==> config.mk <==
export PLATFORM = sky130hd
export DESIGN_NAME = seg7_to_signed
export DESIGN_NICKNAME = d
export VERILOG_FILES = /design/src/rtl/seg7_to_signed.sv
export SDC_FILE = /design/constraint.sdc
export NUM_CORES = 1
export LEC_CHECK = 0
export CAP_MARGIN = 15
export CORE_ASPECT_RATIO = 0.5
export CORE_UTILIZATION = 30
export DETAILED_ROUTE_END_ITERATION = 8
export PLACE_DENSITY_LB_ADDON = 0.08
export SYNTH_ARGS = -nofsm -noshare
export SYNTH_HDL_FRONTEND = slang
export SYNTH_SLANG_ARGS = --single-unit
==> constraint.sdc <==
create_clock -name clk -period 9.1 [get_ports clk]
set_input_delay 1.82 -clock clk [delete_from_list [all_inputs] [get_ports clk]]
set_output_delay 1.82 -clock clk [all_outputs]
set_load 0.02 [all_outputs]
==> src/rtl/seg7_to_signed.sv <==
// Active-low 7-segment digit stream (MSD first) -> signed WIDTH-bit word on a valid/ready port.
// Optional macro SEG7_BLANK_LEADING_EN: blank pattern 0x7F accepted as a leading zero.
module seg7_to_signed #(
    parameter int WIDTH = 11,
    parameter int NDIG  = 5
) (
    input  logic             clk,
    input  logic             rst_n,
    input  logic [6:0]       seg_in,
    input  logic             seg_valid,
    input  logic             seg_last,
    input  logic             neg_in,
    output logic             seg_ready,
    output logic [WIDTH-1:0] data_out,
    output logic             out_valid,
    input  logic             out_ready,
    output logic             err_invalid,
    output logic             err_overflow,
    output logic [1:0]       state_dbg
);
    localparam int AW = WIDTH + 4;
    localparam int PW = AW + 4;
    localparam int CW = $clog2(NDIG + 2);
    localparam logic [AW-1:0]    ACC_CLAMP = AW'(2 ** WIDTH);
    localparam logic [AW-1:0]    LIM_POS   = AW'(2 ** (WIDTH - 1) - 1);
    localparam logic [AW-1:0]    LIM_NEG   = AW'(2 ** (WIDTH - 1));
    localparam logic [WIDTH-1:0] SAT_POS   = {1'b0, {(WIDTH - 1){1'b1}}};
    localparam logic [WIDTH-1:0] SAT_NEG   = {1'b1, {(WIDTH - 1){1'b0}}};
    localparam logic [CW-1:0]    CNT_MAX   = CW'(NDIG);

    typedef enum logic [1:0] {
        IDLE  = 2'd0,
        ACCUM = 2'd1,
        DONE  = 2'd2
    } state_t;

    // Handshakes: a digit transfers on a rising edge where seg_valid && seg_ready;
    // a result transfers on a rising edge where out_valid && out_ready, and
    // data_out/err_* hold steady while out_valid && !out_ready.
    state_t           state_q;
    logic [AW-1:0]    acc_q;
    logic [CW-1:0]    cnt_q;
    logic             inv_q;
    logic             cnt_ovf_q;
    logic             seg_ready_q;
    logic             out_valid_q;
    logic [WIDTH-1:0] data_q;
    logic             err_inv_q;
    logic             err_ovf_q;

    logic [3:0]       digit;
    logic             legal;
    logic             blank;
    logic             accept;
    logic [PW-1:0]    sum_d;
    logic [AW-1:0]    acc_d;
    logic [CW-1:0]    cnt_d;
    logic             inv_d;
    logic             cnt_ovf_d;
    logic [AW-1:0]    limit;
    logic             mag_ovf;
    logic [WIDTH-1:0] mag;
    logic [WIDTH-1:0] result_d;

    assign accept    = seg_valid && seg_ready_q;
    assign seg_ready = seg_ready_q;
    assign data_out  = data_q;
    assign out_valid = out_valid_q;
    assign err_invalid  = err_inv_q;
    assign err_overflow = err_ovf_q;
    assign state_dbg = state_q;

    always_comb begin
        digit = 4'd0;
        legal = 1'b1;
        case (seg_in)
            7'h40: digit = 4'd0;
            7'h79: digit = 4'd1;
            7'h24: digit = 4'd2;
            7'h30: digit = 4'd3;
            7'h19: digit = 4'd4;
            7'h12: digit = 4'd5;
            7'h02: digit = 4'd6;
            7'h78: digit = 4'd7;
            7'h00: digit = 4'd8;
            7'h10: digit = 4'd9;
            default: legal = 1'b0;
        endcase
    end

`ifdef SEG7_BLANK_LEADING_EN
    logic seen_nz_q;
    assign blank = (seg_in == 7'h7F) && !seen_nz_q;

    always_ff @(posedge clk or negedge rst_n) begin
        if (!rst_n) begin
            seen_nz_q <= 1'b0;
        end else if (state_q == DONE) begin
            seen_nz_q <= 1'b0;
        end else if (accept && legal && digit != 4'd0) begin
            seen_nz_q <= 1'b1;
        end
    end
`else
    assign blank = 1'b0;
`endif

    always_comb begin
        sum_d = PW'(acc_q) * PW'(10) + PW'(digit);
        // Clamp just above any legal magnitude so long inputs never wrap back into range.
        if (sum_d > PW'(ACC_CLAMP)) begin
            acc_d = ACC_CLAMP;
        end else begin
            acc_d = sum_d[AW-1:0];
        end
        cnt_d     = (cnt_q > CNT_MAX) ? cnt_q : cnt_q + 1'b1;
        cnt_ovf_d = cnt_ovf_q | (cnt_q >= CNT_MAX);
        inv_d     = inv_q | !legal;
        if (blank) begin
            acc_d     = acc_q;
            cnt_d     = cnt_q;
            cnt_ovf_d = cnt_ovf_q;
            inv_d     = inv_q;
        end
        limit   = neg_in ? LIM_NEG : LIM_POS;
        mag_ovf = acc_d > limit;
        mag     = acc_d[WIDTH-1:0];
        // Only an out-of-range magnitude saturates; a digit-count overflow
        // (e.g. extra leading zeros) flags the error but keeps the in-range value.
        if (mag_ovf) begin
            result_d = neg_in ? SAT_NEG : SAT_POS;
        end else if (neg_in) begin
            result_d = -mag;
        end else begin
            result_d = mag;
        end
    end

    always_ff @(posedge clk or negedge rst_n) begin
        if (!rst_n) begin
            state_q     <= IDLE;
            acc_q       <= '0;
            cnt_q       <= '0;
            inv_q       <= 1'b0;
            cnt_ovf_q   <= 1'b0;
            seg_ready_q <= 1'b0;
            out_valid_q <= 1'b0;
            data_q      <= '0;
            err_inv_q   <= 1'b0;
            err_ovf_q   <= 1'b0;
        end else begin
            case (state_q)
                IDLE, ACCUM: begin
                    seg_ready_q <= 1'b1;
                    if (accept) begin
                        acc_q     <= acc_d;
                        cnt_q     <= cnt_d;
                        inv_q     <= inv_d;
                        cnt_ovf_q <= cnt_ovf_d;
                        if (seg_last) begin
                            state_q     <= DONE;
                            seg_ready_q <= 1'b0;
                            out_valid_q <= 1'b1;
                            data_q      <= result_d;
                            err_inv_q   <= inv_d;
                            err_ovf_q   <= cnt_ovf_d | mag_ovf;
                        end else begin
                            state_q <= ACCUM;
                        end
                    end
                end
                DONE: begin
                    if (out_ready) begin
                        state_q     <= IDLE;
                        seg_ready_q <= 1'b1;
                        out_valid_q <= 1'b0;
                        err_inv_q   <= 1'b0;
                        err_ovf_q   <= 1'b0;
                        acc_q       <= '0;
                        cnt_q       <= '0;
                        inv_q       <= 1'b0;
                        cnt_ovf_q   <= 1'b0;
                    end
                end
                default: begin
                    state_q     <= IDLE;
                    seg_ready_q <= 1'b0;
                    out_valid_q <= 1'b0;
                end
            endcase
        end
    end

endmodule
After elaboration in Yosys (flattened, before gate mapping) --
Cells that the tools add are included.
Word-level totals: input bits 13, flip-flop bits (word level) 37, output and inout port bits 17, word-level logic and storage cells 85
Operators by class: bitwise logic cells 3, equal/unequal tests 15, mux-type cells 36, add/subtract/negate cells 3, magnitude comparators 4, reductions and logical operators 13, multiply operators 1
Operators with widths (number):
- $mux 15 | 3
- $mux 11 | 4
- $pmux 4 s9 | 1
- $pmux 15 s2 | 1
- $eq 7x5->1 const B | 3
- $eq 7x7->1 const B | 3
- $add 19x4->19 | 1
- $gt 19x12->1 const B | 1
- $mul 15x3->18 const B | 1
- $gt 15x11->1 | 1
- $eq 7x6->1 const B | 2
- $mux 1 | 13
- $pmux 1 s2 | 6
- $neg 11->11 | 1
- $reduce_or 10->1 | 1
- $mux 3 | 3
- $reduce_and 3->1 | 3
- $ne 2x2->1 const B | 4
- $reduce_and 4->1 | 2
- $eq 7x2->1 const B | 1
- $logic_not 7->1 | 1
- $mux 2 | 3
- $pmux 3 s2 | 1
- $pmux 2 s2 | 1
- 12 further kinds | 14

Logic depth before layout (Yosys ltp) --
Gate-level depths: netlist of run 1.
word-level depth 10, gate-level depth with buffers 29, gate-level depth less buffers 28

Least setup slack after synthesis of run 1 --
No wires, ideal clock.
path kind in2reg, start in seg_in[2], end reg data_q[6], in the netlist data_out[6], data required time 8.961 ns, path buffers 1, path slack 2.462 ns, data arrival time 6.499 ns, stages on the path 25, setup time 0.139 ns, cell sequence nor3_1 -> nand4_1 -> o31ai_1 -> nor2_1 -> a21oi_1 -> fa_1 -> a21o_1 -> nand2_1 -> nor2_1 -> and2_1 -> nand4_1 -> or4_4 -> mux2i_4 -> nand4b_4 -> buf_6 -> nor2_1 -> ha_1 -> a21o_1 -> a2111oi_0 -> a21oi_1 -> a21oi_1 -> nand4b_4 -> nand2b_1 -> a21boi_1 -> o31ai_2
Between the ends: cells in the longest elaborated chain, start to end 8, elaborated cells on any way between the ends 17, classes of those cells add/sub: 2; order compare: 2; eq/ne: 8; mux: 4; reduce/logical: 1
Ends and longest elaborated chain:
- start: declaration | line 9 | input logic [6:0] seg_in,
- $eq 7x5->1, or another cell as far along | line 76 | case (seg_in)
- $pmux 4 s9 * | line 76
- $add 19x4->19 * | line 109 | sum_d = PW'(acc_q) * PW'(10) + PW'(digit);
- $gt 19x12->1 | line 111 | if (sum_d > PW'(ACC_CLAMP)) begin
- $mux 15 * | line 111
- $neg 11->11 | line 133 | result_d = -mag;
- $mux 11 | line 132 | end else if (neg_in) begin
- $mux 11 * | line 130 | if (mag_ovf) begin
- end signal: assignment | line 164 | data_q <= result_d;
- end: declaration | line 47 | logic [WIDTH-1:0] data_q;
Every way passes the cells marked *; elsewhere a longest branch is shown, timed or not. A chain may end at the register's enable or synchronous reset.

Final worst setup path of run 1 --
start in seg_in[2], end reg data_q[2], in the netlist data_out[2]
Same word-level chain as after synthesis.

==> metrics, run 1 <==
minimum clock period after layout=7.91 ns; overall die width=161 µm; setup TNS after final layout=0 ns; result of the run=complete, no violations; sequential element share of the synthesized area=between 20% and 30%; Clock Skews=0.00545 ns; initial antenna violation count=0; Clk Tree Root Cell=sky130_fd_sc_hd__clkbuf_16; Netlist Area Pre-Place=3770 µm²; I/O pin total=30; Fin. Hold Viols=0; number of synthesized flops with an enable pin=0; CP dominant cell by count=sky130_fd_sc_hd__a21oi_1; Placement Rows=28; maximum fanout count along the critical path=19; number of DRC violations after detailed-routing iteration 0=157; Net Switching=319 µW; Hold Crit Class=reg2reg; TritonCTS clock tree=done; Vias/cell=between 5 and 6; Data required, critical path=~9 ns; top_reg_cell synth=sky130_fd_sc_hd__dfrtp_1; number of design rule violations left after detail routing=0; combinational power share=a little under half; max-cap violation count=0; critical path's slowest cell=sky130_fd_sc_hd__clkdlybuf4s50_1; reg2reg path depth=25; most area-consuming cells after synthesis=sky130_fd_sc_hd__dfrtp_1, sky130_fd_sc_hd__ha_1, sky130_fd_sc_hd__nand2_1; via total after detailed routing=3,480; core area=12,000 µm²; Layout Cells excl Fill=651; cts bufs inserted=5; maximum number of pins on one net before global-route repair=38; y dimension of the die=81.3 µm; starting density of the core=31.4%; global router's overall resource usage=17.4%; synthesized netlist net count=just over 500; First-pass DRT Iterations=5; clock-pin transition on the worst setup and hold timing paths=0.06 ns; WHS Path Cells=1; hold buffer count at cts=0; worst setup path class=in2reg; reg2reg setup slack=about 2.5 ns; count of inserted antenna diode cells=0; H-tree level count=2; Antenna Nets Post-Route=0; floorplan die area=13,000 µm²; share of post-route cells with drive strength above 1=7.41%; clock network fraction of design power=between 20% and 30%; static leakage=about 2.0 nW; Arrival @ worst endpoint=roughly 8.0 ns; Remaining Overflow, GRT=0; Area growth, synth to finish=15.7%; worst rel slew slack=40.2%; final period utilization=between 80 and 90%; count of instances resized after the clock tree is built=0; FFs w/ async S/R, synth=100%; via count of the first global-routing pass=3,332; Port Buffer Count=29; number of sinks driven by the clock tree=37; total power per unit cell area=approximately 180 nW/µm²; routability-driven placement congestion ratio=0.811; setup bufs post-CTS=0; cell-internal power=about 470 µW; list of most frequent post-synthesis cells=sky130_fd_sc_hd__nand2_1, sky130_fd_sc_hd__ha_1, sky130_fd_sc_hd__nor2_1, sky130_fd_sc_hd__dfrtp_1, sky130_fd_sc_hd__a21oi_1; placed cells=645; final net count=545; fraction of post-synthesis cell area in the top cell type by area=24.6%; Wirelength per Cell=16.5 µm; Yosys reg bits=37; instance area at placement=4230 µm²; worst skew pair latency=0.28 ns; number of synthesis warnings=0; final number of setup-violating endpoints=0; Unique masters post-synth=69; final cell area excluding filler cells=about 4400 µm²; half-perimeter wire length after placement=8420 µm; CTS Buffer Depth=2; final WL=10,800 µm; endpoint type of the worst setup path=flop; highest clock frequency the design can meet=126 MHz; post-synthesis average cell area=8.21 µm²; startpoint type of the worst setup path=primary input; most common cell in the netlist=sky130_fd_sc_hd__nand2_1; relative contribution of sequential cells to total power=31.8%; largest area contributor in the synthesized netlist=sky130_fd_sc_hd__dfrtp_1; instance count of the mapped netlist=between 400 and 500; wire length of the first global-routing pass=17,700 µm; critical path's largest stage delay=about 0.52 ns; switching power as a share of total power=40.5%; slew at the pin closest to its max-slew limit=about 0.9 ns; number of max-slew violations in the final report=0; setup repair after global routing missed its margin=false; worst-case vdd ir drop=0.0000923 V
-- through the flow --
| stage | power (mW) | util [%] | hold slack (ns) | setup slack, ns |
|---|---|---|---|---|
| 2_1_floorplan | 0.491 | - | 0.473 | 2.46 |
| 3_3_place_gp | 0.631 | 35.2 | 0.466 | 0.984 |
| 3_5_place_dp | 0.627 | 35.2 | 0.470 | 0.918 |
| 4_1_cts | 0.798 | 36.3 | 0.482 | 1.20 |
| 5_1_grt | 0.845 | 36.3 | 0.512 | 0.437 |
| 6_report | 0.787 | 36.3 | 0.484 | 1.19 |
-- layout make-up --
class / instances / area [µm²]
fill: 1252 / 7650
timing repair buffer: 34 / 323
multi-input combinational: 397 / 2730
clock buffer: 5 / 125
sequential: 37 / 926
tap: 165 / 206
inverter: 12 / 45.0
clock inverter: 1 / 5.00
-- power by group through the flow --
stage / sequential (mW) / combinational (mW) / clock, mW
3_5_place_dp: 0.253 / 0.374 / 0
3_3_place_gp: 0.255 / 0.376 / 0
6_report: 0.250 / 0.374 / 0.163
4_1_cts: 0.251 / 0.377 / 0.170
2_1_floorplan: 0.287 / 0.203 / 0
5_1_grt: 0.258 / 0.413 / 0.174
-- routing by layer --
metal / part of all wire (%) / up-vias / GRT usage [%]
li1: - / 1780 / -
met3: 2.3 / 6 / 2.91
met4: 0.86 / 0 / 3.71
met2: 42 / 45 / 27.9
met1: 55 / 1649 / 24.5
met5: 0 / - / 0
-- critical path: cells and delay by family --
family | cells | cell delay (ns)
AND/OR/NAND/NOR | 13 | 2.94
AO/OA/AOI/OAI | 12 | 2.14
buffers and inverters | 2 | 0.58
adder cells (fa/ha/maj) | 2 | 0.55
-- flip-flops by register name, indices dropped and copies added (netlist names) --
signal        flops
acc_q            15
data_out         11
err_invalid       1
out_valid         1
err_overflow      1
inv_q             1
cnt_q             3
seg_ready         1
cnt_ovf_q         1
state_dbg         2
-- placed cells by master, fill, tap and decap left out, types with 5 or more instances in the layout --
master	count
sky130_fd_sc_hd__nand2_1	54
sky130_fd_sc_hd__ha_1	43
sky130_fd_sc_hd__nor2_1	41
sky130_fd_sc_hd__dfrtp_1	37
sky130_fd_sc_hd__clkdlybuf4s50_1	28
sky130_fd_sc_hd__a21oi_1	27
sky130_fd_sc_hd__o21ai_0	20
sky130_fd_sc_hd__o21ai_1	17
sky130_fd_sc_hd__a21o_1	14
sky130_fd_sc_hd__nand3_1	13
sky130_fd_sc_hd__inv_1	12
sky130_fd_sc_hd__nor3_1	12
sky130_fd_sc_hd__xnor2_1	11
sky130_fd_sc_hd__nand4_1	10
sky130_fd_sc_hd__o211ai_1	8
sky130_fd_sc_hd__and2_1	8
sky130_fd_sc_hd__and3_1	7
sky130_fd_sc_hd__o21a_1	6
sky130_fd_sc_hd__nand2b_1	5
sky130_fd_sc_hd__a211oi_1	5
sky130_fd_sc_hd__xor2_1	5
sky130_fd_sc_hd__nor4_1	5
sky130_fd_sc_hd__a22o_1	5
sky130_fd_sc_hd__clkbuf_16	5
sky130_fd_sc_hd__buf_4	5
-- logic make-up (layout without fill, tap and decap cells) --
kind of cell	count (synthesis)	after routing	synth area share [%]
compound gates	144	144	26.0
xor+xnor	16	16	3.72
fa+ha+maj	45	45	15.3
buf+inv	25	52	3.05
flops	37	37	24.6
mux	2	2	0.863
simple gates	190	190	26.5
-- final timing paths --
| kind | start | endpoint |
|---|---|---|
| worst max-delay path | seg_in[2] | data_out[2]$_DFFE_PN0P_ |
| min in group asynchronous | rst_n | acc_q[13]$_DFFE_PN0P_ |
| worst min-delay path | data_out[1]$_DFFE_PN0P_ | data_out[1]$_DFFE_PN0P_ |
| max in group asynchronous | rst_n | cnt_q[2]$_DFFE_PN0P_ |
| worst max register to register | acc_q[1]$_DFFE_PN0P_ | data_out[2]$_DFFE_PN0P_ |
| worst min register to register | data_out[1]$_DFFE_PN0P_ | data_out[1]$_DFFE_PN0P_ |
No activity file was read; power rests on OpenSTA's default activity.
==> inputs of run 2 (changes only) <==
--- a/config.mk
+++ b/config.mk
@@ -10,6 +10,7 @@
 export CORE_UTILIZATION = 30
 export DETAILED_ROUTE_END_ITERATION = 8
 export PLACE_DENSITY_LB_ADDON = 0.08
+export SLEW_MARGIN = 10
 export SYNTH_ARGS = -nofsm -noshare
 export SYNTH_HDL_FRONTEND = slang
 export SYNTH_SLANG_ARGS = --single-unit
==> results of run 2 <==
The final DEF is identical to that of run 1; final timing and power are the same.
==> inputs of run 3 (changes only) <==
--- a/config.mk
+++ b/config.mk
@@ -10,6 +10,7 @@
 export CORE_UTILIZATION = 30
 export DETAILED_ROUTE_END_ITERATION = 8
 export PLACE_DENSITY_LB_ADDON = 0.08
+export SKIP_CTS_REPAIR_TIMING = 1
 export SLEW_MARGIN = 10
 export SYNTH_ARGS = -nofsm -noshare
 export SYNTH_HDL_FRONTEND = slang
==> results of run 3 <==
The final DEF is identical to that of run 1; final timing and power are the same.
